===== src/rtl/phase_inc_calibrator_if.sv =====
// Handshake/bus bundle for phase_inc_calibrator.
// master: drives start, refTick, phaseInc and observes the result outputs.
// slave: the calibrator; receives requests and ticks and drives the results.
interface phase_inc_calibrator_if;
    logic        start;
    logic        refTick;
    logic [31:0] phaseInc;
    logic [31:0] phaseIncCorr;
    logic [31:0] measCount;
    logic        valid;
    logic        busy;
    logic        sat;
    logic        error;

    modport master (
        output start, refTick, phaseInc,
        input  phaseIncCorr, measCount, valid, busy, sat, error
    );

    modport slave (
        input  start, refTick, phaseInc,
        output phaseIncCorr, measCount, valid, busy, sat, error
    );
endinterface


===== src/rtl/phase_inc_calibrator.sv =====
// Measures CLK cycles over a refTick gate and corrects an NCO phase increment:
// phaseIncCorr = floor(phaseInc * EXPECTED_COUNT / M), saturated to 32 bits.
// Ports: CLK, RST (async, active high); bus (slave): start, refTick, phaseInc in;
// phaseIncCorr, measCount, valid, busy, sat, error out (all registered).
module phase_inc_calibrator #(
    parameter int unsigned GATE_TICKS     = 1,
    parameter logic [31:0] EXPECTED_COUNT = 32'd50000000,
    parameter int unsigned TIMEOUT_CYCLES = 100000000
) (
    input logic                   CLK,
    input logic                   RST,
    phase_inc_calibrator_if.slave bus
);

    localparam logic [31:0] GATE_LIM = 32'(GATE_TICKS);
    localparam logic [31:0] TIME_LIM = 32'(TIMEOUT_CYCLES);

    typedef enum logic [2:0] {IDLE, ARM, COUNT, MULT, DIV, DONE} state_t;

    state_t      state;
    state_t      stateNext;
    logic [31:0] incLatched;
    logic [31:0] mCount;
    logic [31:0] tickCnt;
    logic [31:0] idleCnt;
    logic [63:0] quot;
    logic [31:0] rem;
    logic [5:0]  stepCnt;

    logic        accept;
    logic        timeout;
    logic        gateClose;
    logic        mOverflow;
    logic        errSet;
    logic [32:0] shifted;
    logic [32:0] diff;
    logic        trialFits;
    logic        unusedTop;

    // busy stays high through the valid cycle, so a new start is only taken
    // once the result pulse has dropped.
    assign accept    = (state == IDLE) && bus.start && !bus.busy;
    assign timeout   = (idleCnt + 32'd1) >= TIME_LIM;
    assign gateClose = bus.refTick && ((tickCnt + 32'd1) == GATE_LIM);
    assign mOverflow = (mCount == 32'hFFFF_FFFE);

    // Restoring divide step: the remainder is always below M, so bit 32 of
    // whichever candidate is kept is zero.
    assign shifted   = {rem, quot[63]};
    assign trialFits = shifted >= {1'b0, mCount};
    assign diff      = shifted - {1'b0, mCount};
    assign unusedTop = diff[32] | shifted[32];

    always_ff @(posedge CLK or posedge RST) begin
        if (RST) state <= IDLE;
        else     state <= stateNext;
    end

    always_comb begin
        stateNext = state;
        errSet    = 1'b0;
        unique case (state)
            IDLE:  if (accept) stateNext = ARM;
            ARM: begin
                if (bus.refTick) begin
                    stateNext = COUNT;
                end else if (timeout) begin
                    stateNext = IDLE;
                    errSet    = 1'b1;
                end
            end
            COUNT: begin
                if (mOverflow || (!bus.refTick && timeout)) begin
                    stateNext = IDLE;
                    errSet    = 1'b1;
                end else if (gateClose) begin
                    stateNext = MULT;
                end
            end
            MULT:  stateNext = DIV;
            DIV:   if (stepCnt == 6'd63) stateNext = DONE;
            DONE:  stateNext = IDLE;
            default: stateNext = IDLE;
        endcase
    end

    always_ff @(posedge CLK or posedge RST) begin
        if (RST) begin
            incLatched       <= '0;
            mCount           <= '0;
            tickCnt          <= '0;
            idleCnt          <= '0;
            quot             <= '0;
            rem              <= '0;
            stepCnt          <= '0;
            bus.phaseIncCorr <= '0;
            bus.measCount    <= '0;
            bus.valid        <= 1'b0;
            bus.busy         <= 1'b0;
            bus.sat          <= 1'b0;
            bus.error        <= 1'b0;
        end else begin
            bus.valid <= 1'b0;
            bus.busy  <= (stateNext != IDLE) || (state == DONE);
            unique case (state)
                IDLE: begin
                    if (accept) begin
                        incLatched <= bus.phaseInc;
                        idleCnt    <= '0;
                        bus.error  <= 1'b0;
                    end
                end
                ARM: begin
                    if (bus.refTick) begin
                        mCount  <= '0;
                        tickCnt <= '0;
                        idleCnt <= '0;
                    end else begin
                        idleCnt <= idleCnt + 32'd1;
                    end
                end
                COUNT: begin
                    mCount <= mCount + 32'd1;
                    if (bus.refTick) begin
                        tickCnt <= tickCnt + 32'd1;
                        idleCnt <= '0;
                    end else begin
                        idleCnt <= idleCnt + 32'd1;
                    end
                end
                MULT: begin
                    quot    <= 64'(incLatched) * 64'(EXPECTED_COUNT);
                    rem     <= '0;
                    stepCnt <= '0;
                end
                DIV: begin
                    quot    <= {quot[62:0], trialFits};
                    rem     <= trialFits ? diff[31:0] : shifted[31:0];
                    stepCnt <= stepCnt + 6'd1;
                end
                DONE: begin
                    bus.measCount <= mCount;
                    bus.valid     <= 1'b1;
                    if (quot[63:32] != 32'd0) begin
                        bus.phaseIncCorr <= 32'hFFFF_FFFF;
                        bus.sat          <= 1'b1;
                    end else begin
                        bus.phaseIncCorr <= quot[31:0];
                        bus.sat          <= 1'b0;
                    end
                end
                default: ;
            endcase
            if (errSet) bus.error <= 1'b1;
        end
    end

endmodule


===== src/flat_wrapper.sv =====
// flat-port wrapper written by rule: the top's interface ports become plain ports
module phase_inc_calibrator_flat 
#(
    parameter int unsigned GATE_TICKS     = 1,
    parameter logic [31:0] EXPECTED_COUNT = 32'd50000000,
    parameter int unsigned TIMEOUT_CYCLES = 100000000
)
  (CLK, RST, bus_start, bus_refTick, bus_phaseInc, bus_phaseIncCorr, bus_measCount, bus_valid, bus_busy, bus_sat, bus_error);
  phase_inc_calibrator_if bus_i ();
  input logic CLK;
  input logic RST;
  input wire logic [$bits(bus_i.start)-1:0] bus_start;
  input wire logic [$bits(bus_i.refTick)-1:0] bus_refTick;
  input wire logic [$bits(bus_i.phaseInc)-1:0] bus_phaseInc;
  output wire logic [$bits(bus_i.phaseIncCorr)-1:0] bus_phaseIncCorr;
  output wire logic [$bits(bus_i.measCount)-1:0] bus_measCount;
  output wire logic [$bits(bus_i.valid)-1:0] bus_valid;
  output wire logic [$bits(bus_i.busy)-1:0] bus_busy;
  output wire logic [$bits(bus_i.sat)-1:0] bus_sat;
  output wire logic [$bits(bus_i.error)-1:0] bus_error;
  assign bus_i.start = bus_start;
  assign bus_i.refTick = bus_refTick;
  assign bus_i.phaseInc = bus_phaseInc;
  assign bus_phaseIncCorr = bus_i.phaseIncCorr;
  assign bus_measCount = bus_i.measCount;
  assign bus_valid = bus_i.valid;
  assign bus_busy = bus_i.busy;
  assign bus_sat = bus_i.sat;
  assign bus_error = bus_i.error;
  phase_inc_calibrator #(.GATE_TICKS(GATE_TICKS), .EXPECTED_COUNT(EXPECTED_COUNT), .TIMEOUT_CYCLES(TIMEOUT_CYCLES)) u_core (.CLK(CLK), .RST(RST), .bus(bus_i));
endmodule

===== config.mk =====
export PLATFORM = sky130hd
export DESIGN_NAME = phase_inc_calibrator_flat
export DESIGN_NICKNAME = d
export VERILOG_FILES = /design/src/rtl/phase_inc_calibrator_if.sv /design/src/rtl/phase_inc_calibrator.sv /design/src/flat_wrapper.sv
export SDC_FILE = /design/constraint.sdc
export NUM_CORES = 2
export LEC_CHECK = 0
export BUFFER_PORTS_ARGS = -buffer_cell sky130_fd_sc_hd__buf_2
export CAP_MARGIN = 20
export CORE_MARGIN = 3
export CORE_UTILIZATION = 52
export CTS_CLUSTER_SIZE = 12
export DETAILED_ROUTE_END_ITERATION = 8
export PLACE_DENSITY = 0.81
export SYNTH_ARGS = -nofsm -noshare
export SYNTH_HDL_FRONTEND = slang
export SYNTH_SLANG_ARGS = --single-unit

===== constraint.sdc =====
create_clock -name CLK -period 17.05 [get_ports CLK]
set_input_delay 4.2625 -clock CLK [delete_from_list [all_inputs] [get_ports CLK]]
set_output_delay 4.2625 -clock CLK [all_outputs]
set_load 0.05 [all_outputs]

* After elaboration in Yosys (flattened, before gate mapping) *
Index checks and enable logic that the tools add are counted.

storage, ports and cells
  bits of input ports = 36
  output and inout port bits = 68
  logic and storage cells = 83
  register bits = 301

cells by class
  equality and inequality tests = 11
  multiplexer cells = 28
  multiply operators = 1
  reduce and logical (&&, ||, !) cells = 22
  add/sub/neg operators = 5
  magnitude comparators = 2

operators by type and width
  kind                                                                     count
  32-bit one-hot mux with 2 select lines                                   4
  32-bit 2-to-1 mux                                                        6
  64-bit one-hot mux with 2 select lines                                   1
  32-bit by 1-bit adder with 32-bit output, second input constant          3
  32-bit by 19-bit multiplier with 51-bit output, second input constant    1
  33-bit by 32-bit >= comparator with 1-bit output                         1
  32-bit by 1-bit equality test with 1-bit output, second input constant   1
  32-bit equality test, second input constant                              1
  32-bit by 27-bit >= comparator with 1-bit output, second input constant  1
  32-bit nonzero test                                                      1
  32-bit subtractor                                                        1
  3-bit 2-to-1 mux                                                         6
  3-bit one-hot mux with 5 select lines                                    1
  6-bit one-hot mux with 2 select lines                                    1
  2-bit nonzero test                                                       5
  1-bit 2-to-1 mux                                                         8
  2-bit AND reduction                                                      4
  6-bit by 1-bit adder with 6-bit output, second input constant            1
  3-bit by 2-bit equality test with 1-bit output, second input constant    2
  3-bit equality test, second input constant                               2
  6-bit equality test, second input constant                               1
  1-bit logical AND                                                        4
  2-bit inequality test, second input constant                             2
  3-bit by 1-bit equality test with 1-bit output, second input constant    1
  other kinds (8)                                                          10

* Depth between registers and ports, before layout *
  depth after elaboration = 8
  mapped depth = 24
  mapped depth without buffers = 23

* Worst setup path before layout *
OpenSTA, ideal clock, no wires.

  path kind = input -> register
  from = input port bus_refTick
  to = register u_core.bus.busy
  setup slack = 11028 ps
  buffers on the path = 1
  setup time = 78 ps
  cell stages on the path = 8
  arrival time = 5944 ps
  cell sequence = nor2b_1 and2_1 clkbuf_1 o2111ai_1 or4_1 or4_1 nand3_2 o21bai_1

on the way
  word-level cells in the longest chain between the ends = 7
  elaborated cells on any way between the ends = 10

ends and longest elaborated chain
  item                                     line                           text
  from (decl)                              flat_wrapper.sv:13             input wire logic [$bits(bus_i.refTick)-1:0] bus_refTick;
  1-bit zero test                          phase_inc_calibrator.sv:73     if (mOverflow || (!bus.refTick && timeout)) begin
  1-bit logical AND                        phase_inc_calibrator.sv:73
  1-bit logical OR                         phase_inc_calibrator.sv:73
  3-bit 2-to-1 mux                         phase_inc_calibrator.sv:73
  3-bit one-hot mux with 5 select lines *  phase_inc_calibrator.sv:62     unique case (state)
  named net u_core.stateNext[0]            phase_inc_calibrator.sv:21     state_t stateNext;
  3-bit nonzero test *                     phase_inc_calibrator.sv:104    bus.busy <= (stateNext != IDLE) || (state == DONE);
  1-bit logical OR *                       phase_inc_calibrator.sv:104
  to (signal assigned)                     phase_inc_calibrator.sv:104
  to (decl)                                phase_inc_calibrator_if.sv:22  output phaseIncCorr, measCount, valid, busy, sat, error

The timed path passes the listed nets; every way through them passes the cells marked *.
A chain may end at the register's enable or synchronous reset.

* Worst setup path in the final report *
  from = register u_core.incLatched[7]
  to = register u_core.quot[57]

on the way
  word-level cells in the longest chain between the ends = 2

ends and longest elaborated chain
  item                                            line                         text
  from (decl)                                     phase_inc_calibrator.sv:22   logic [31:0] incLatched;
  from (signal assigned)                          phase_inc_calibrator.sv:108  incLatched <= bus.phaseInc;
  32-bit by 19-bit multiplier with 51-bit output  phase_inc_calibrator.sv:132  quot <= 64'(incLatched) * 64'(EXPECTED_COUNT);
  64-bit one-hot mux with 2 select lines          phase_inc_calibrator.sv:105  unique case (state)
  to (signal assigned)                            phase_inc_calibrator.sv:132
  to (signal assigned)                            phase_inc_calibrator.sv:137  quot <= {quot[62:0], trialFits};
  to (decl)                                       phase_inc_calibrator.sv:26   logic [63:0] quot;

Every way passes these cells.

==> summary.txt <==
Min Hold Slack = 484 ps
Top_reg_cell synth = dfrtp_1
CTS sink cnt = 301
Mean Syn Cell Area = 9.38 um2
Total GRT Usage = 23.4%
Synth cell types = 76
IO Count = 104
Maxcap violations = 0
Final period utilization = 39.9%
Num CTS Buffers = 37
Root Driver = clkbuf_16
Vias in the first global route = 21548
Clock Skew = 30.4 ps
Flops & latches, synth = 301
Skew-Pair Late Insertion Delay = 570 ps
RePlAce Congestion = 0.894
Min Tclk post-route = 6800 ps
CP Max Fanout = 9
Largest net degree at the start of global routing = 147
Critical path launch point = u_core.incLatched[7]
Die H = 236 um
Via total after detailed routing = 21190
Status = finished clean
Unrepaired setup endpoints after global routing = no
Total global routing overflow = 0
YS warnings = 0
Post-route ant nets = 0
Flop2flop setup slack = 10250 ps
Worst slew pin tran = 1040 ps
Mapped Nets = 3497
Resized cells post-CTS = 0
Worst min-delay path category = reg -> reg
Max Slew Vio Count = 0
Clk pin slew, worst setup/hold paths = 60 ps
Most common cell after layout, fill and taps aside = inv_1
Routed len/inst = 17.2 um
Die ar. = 55600 um2
DRT iter0 DRCs = 1583
CP Launch Type = flop
Hold Fails Final Rpt = 0
Post-DP HPWL = 47.5 mm
DRC violations left = 0
Core ar. = 51800 um2
Fillers = 4333
Peak Freq = 147 MHz
Post-CTS Hold Fix Bufs = 0
H-tree levels = 2
Initial core utilization = 53.0%
Seq/Total Area, Yosys = 27.4%
Max_slew headroom = 30.3%
CTS tree = done
Syn-to-layout area delta = 8.60%
First-pass GRT wire length = 109 mm
Asr flop ratio synth = 100%
Setup Viol. Count Final = 0
Arrival @ worst endpoint = 7230 ps
Critical Path RT = 17480 ps
R2R Path End = u_core.quot[57]
CTS Buffer Depth = 3
Setup TNS = 0 ps
Inserted Diodes = 0
Commonest cells after routing, fill and taps aside = inv_1 (456), dfrtp_1 (301), fa_1 (268), ha_1 (266), o21ai_0 (248)
Mapped cell area = 27500 um2
R2R Path Start = u_core.incLatched[7]
Row count = 83
Crit path to = u_core.quot[57]
Worst reg2reg path depth = 20
Ratio of cells with drive above 1 in the final layout = 8.16%
IO buf count = 103
Die W = 236 um
Setup CP Type = reg -> reg
Post-synth EDFFs = 0
Final wirelength = 63.1 mm
Cells after Synth = 2927
Net count, final = 3545
Initial antenna violation count = 0
DR pass1 iterations = 5
Post-CTS Setup Repair Bufs = 0
Drt via density = 5.76
Critical Path End Type = flop
worst min-delay path by stage:
stage	from	to	slack, ps	cells past startpoint
detailed placement	u_core.bus.sat	u_core.bus.sat	470	1
finish	u_core.bus.sat	u_core.bus.sat	480	1
CTS	u_core.bus.sat	u_core.bus.sat	490	1
global route	u_core.tickCnt[31]	u_core.tickCnt[31]	520	1
floorplan	u_core.idleCnt[7]	u_core.idleCnt[7]	450	1
global placement	u_core.bus.sat	u_core.bus.sat	470	1
cell usage after synthesis (all sizes together), types with 40 or more instances:
cell type	n	area, um2
a21o	63	473
clkbuf	98	368
fa	268	5370
mux2	42	473
a31oi	40	250
inv	457	1720
nand4	50	319
xor2	43	377
nand3	77	390
o21ai	252	1260
dfrtp	301	7530
a21oi	140	701
xnor2	62	543
ha	266	3330
nand2	239	897
nor2	138	518
stage by stage:
stage	cell area, um2	utilization (%)	worst slack (ps)	std cells
final	29800	57.5	10250	3681
after detailed placement	28600	55.1	10220	3614
after floorplan	27500	-	4470	2927
after CTS	29800	57.4	10300	3679
after global placement	28500	55.1	10280	3613
after global routing	29800	57.5	9910	3681
registers in the layout, summed over array words and instances, names as in the netlist:
register and count:
u_core.bus.valid 1, u_core.bus.measCount 32, u_core.bus.error 1, u_core.stepCnt 6, u_core.bus.phaseIncCorr 32, u_core.rem 32
u_core.bus.sat 1, u_core.bus.busy 1, u_core.quot 64, u_core.tickCnt 32, u_core.idleCnt 32, u_core.incLatched 32
u_core.state 3, u_core.mCount 32
kinds of logic after synthesis:
group                    count (synthesis)  synth area share, %
multiplexers                            71                 2.78
XOR/XNOR                               105                 3.35
AND/OR/NAND/NOR                        658                 11.5
flip-flops                             301                 27.4
buffers and inverters                  572                 7.85
AO/OA/AOI/OAI                          686                 15.4
adder cells (fa/ha/maj)                534                 31.7
worst max-delay path: stages (launching register included):
cell and delay [ps]:
dfrtp_1 590, inv_1 220, fa_1 490, fa_1 490, inv_1 60, fa_1 530
fa_1 530, fa_1 550, inv_1 60, fa_1 530, inv_1 40, ha_1 370
nand3_1 160, nor2_1 160, o2111a_1 260, o211ai_1 180, a211oi_1 520, o21ai_0 350
o31ai_1 350, xnor2_1 150, a21oi_1 80
layout make-up:
| class | count | area [um2] | share of cell area [%] |
|---|---|---|---|
| repair buffers | 123 | 709 | 2.38 |
| inverters | 458 | 1730 | 5.79 |
| multi-input cells | 2054 | 17800 | 59.7 |
| flip-flops and latches | 301 | 7530 | 25.3 |
| clock inverters | 14 | 168 | 0.562 |
| clock buffers | 51 | 1040 | 3.49 |
| well taps | 680 | 851 | 2.85 |
per-layer routing:
layer	share of wire (%)	track usage (%)	wire length [um]
met1	45	32.7	28300
met2	48	38.8	30200
met3	5.1	3.51	3200
met4	2.2	5.37	1410
met5	0	0	0
Power is left out: the tool's default activity adds up to more than one toggle a clock period on the data nets, which glitch-free logic cannot reach.
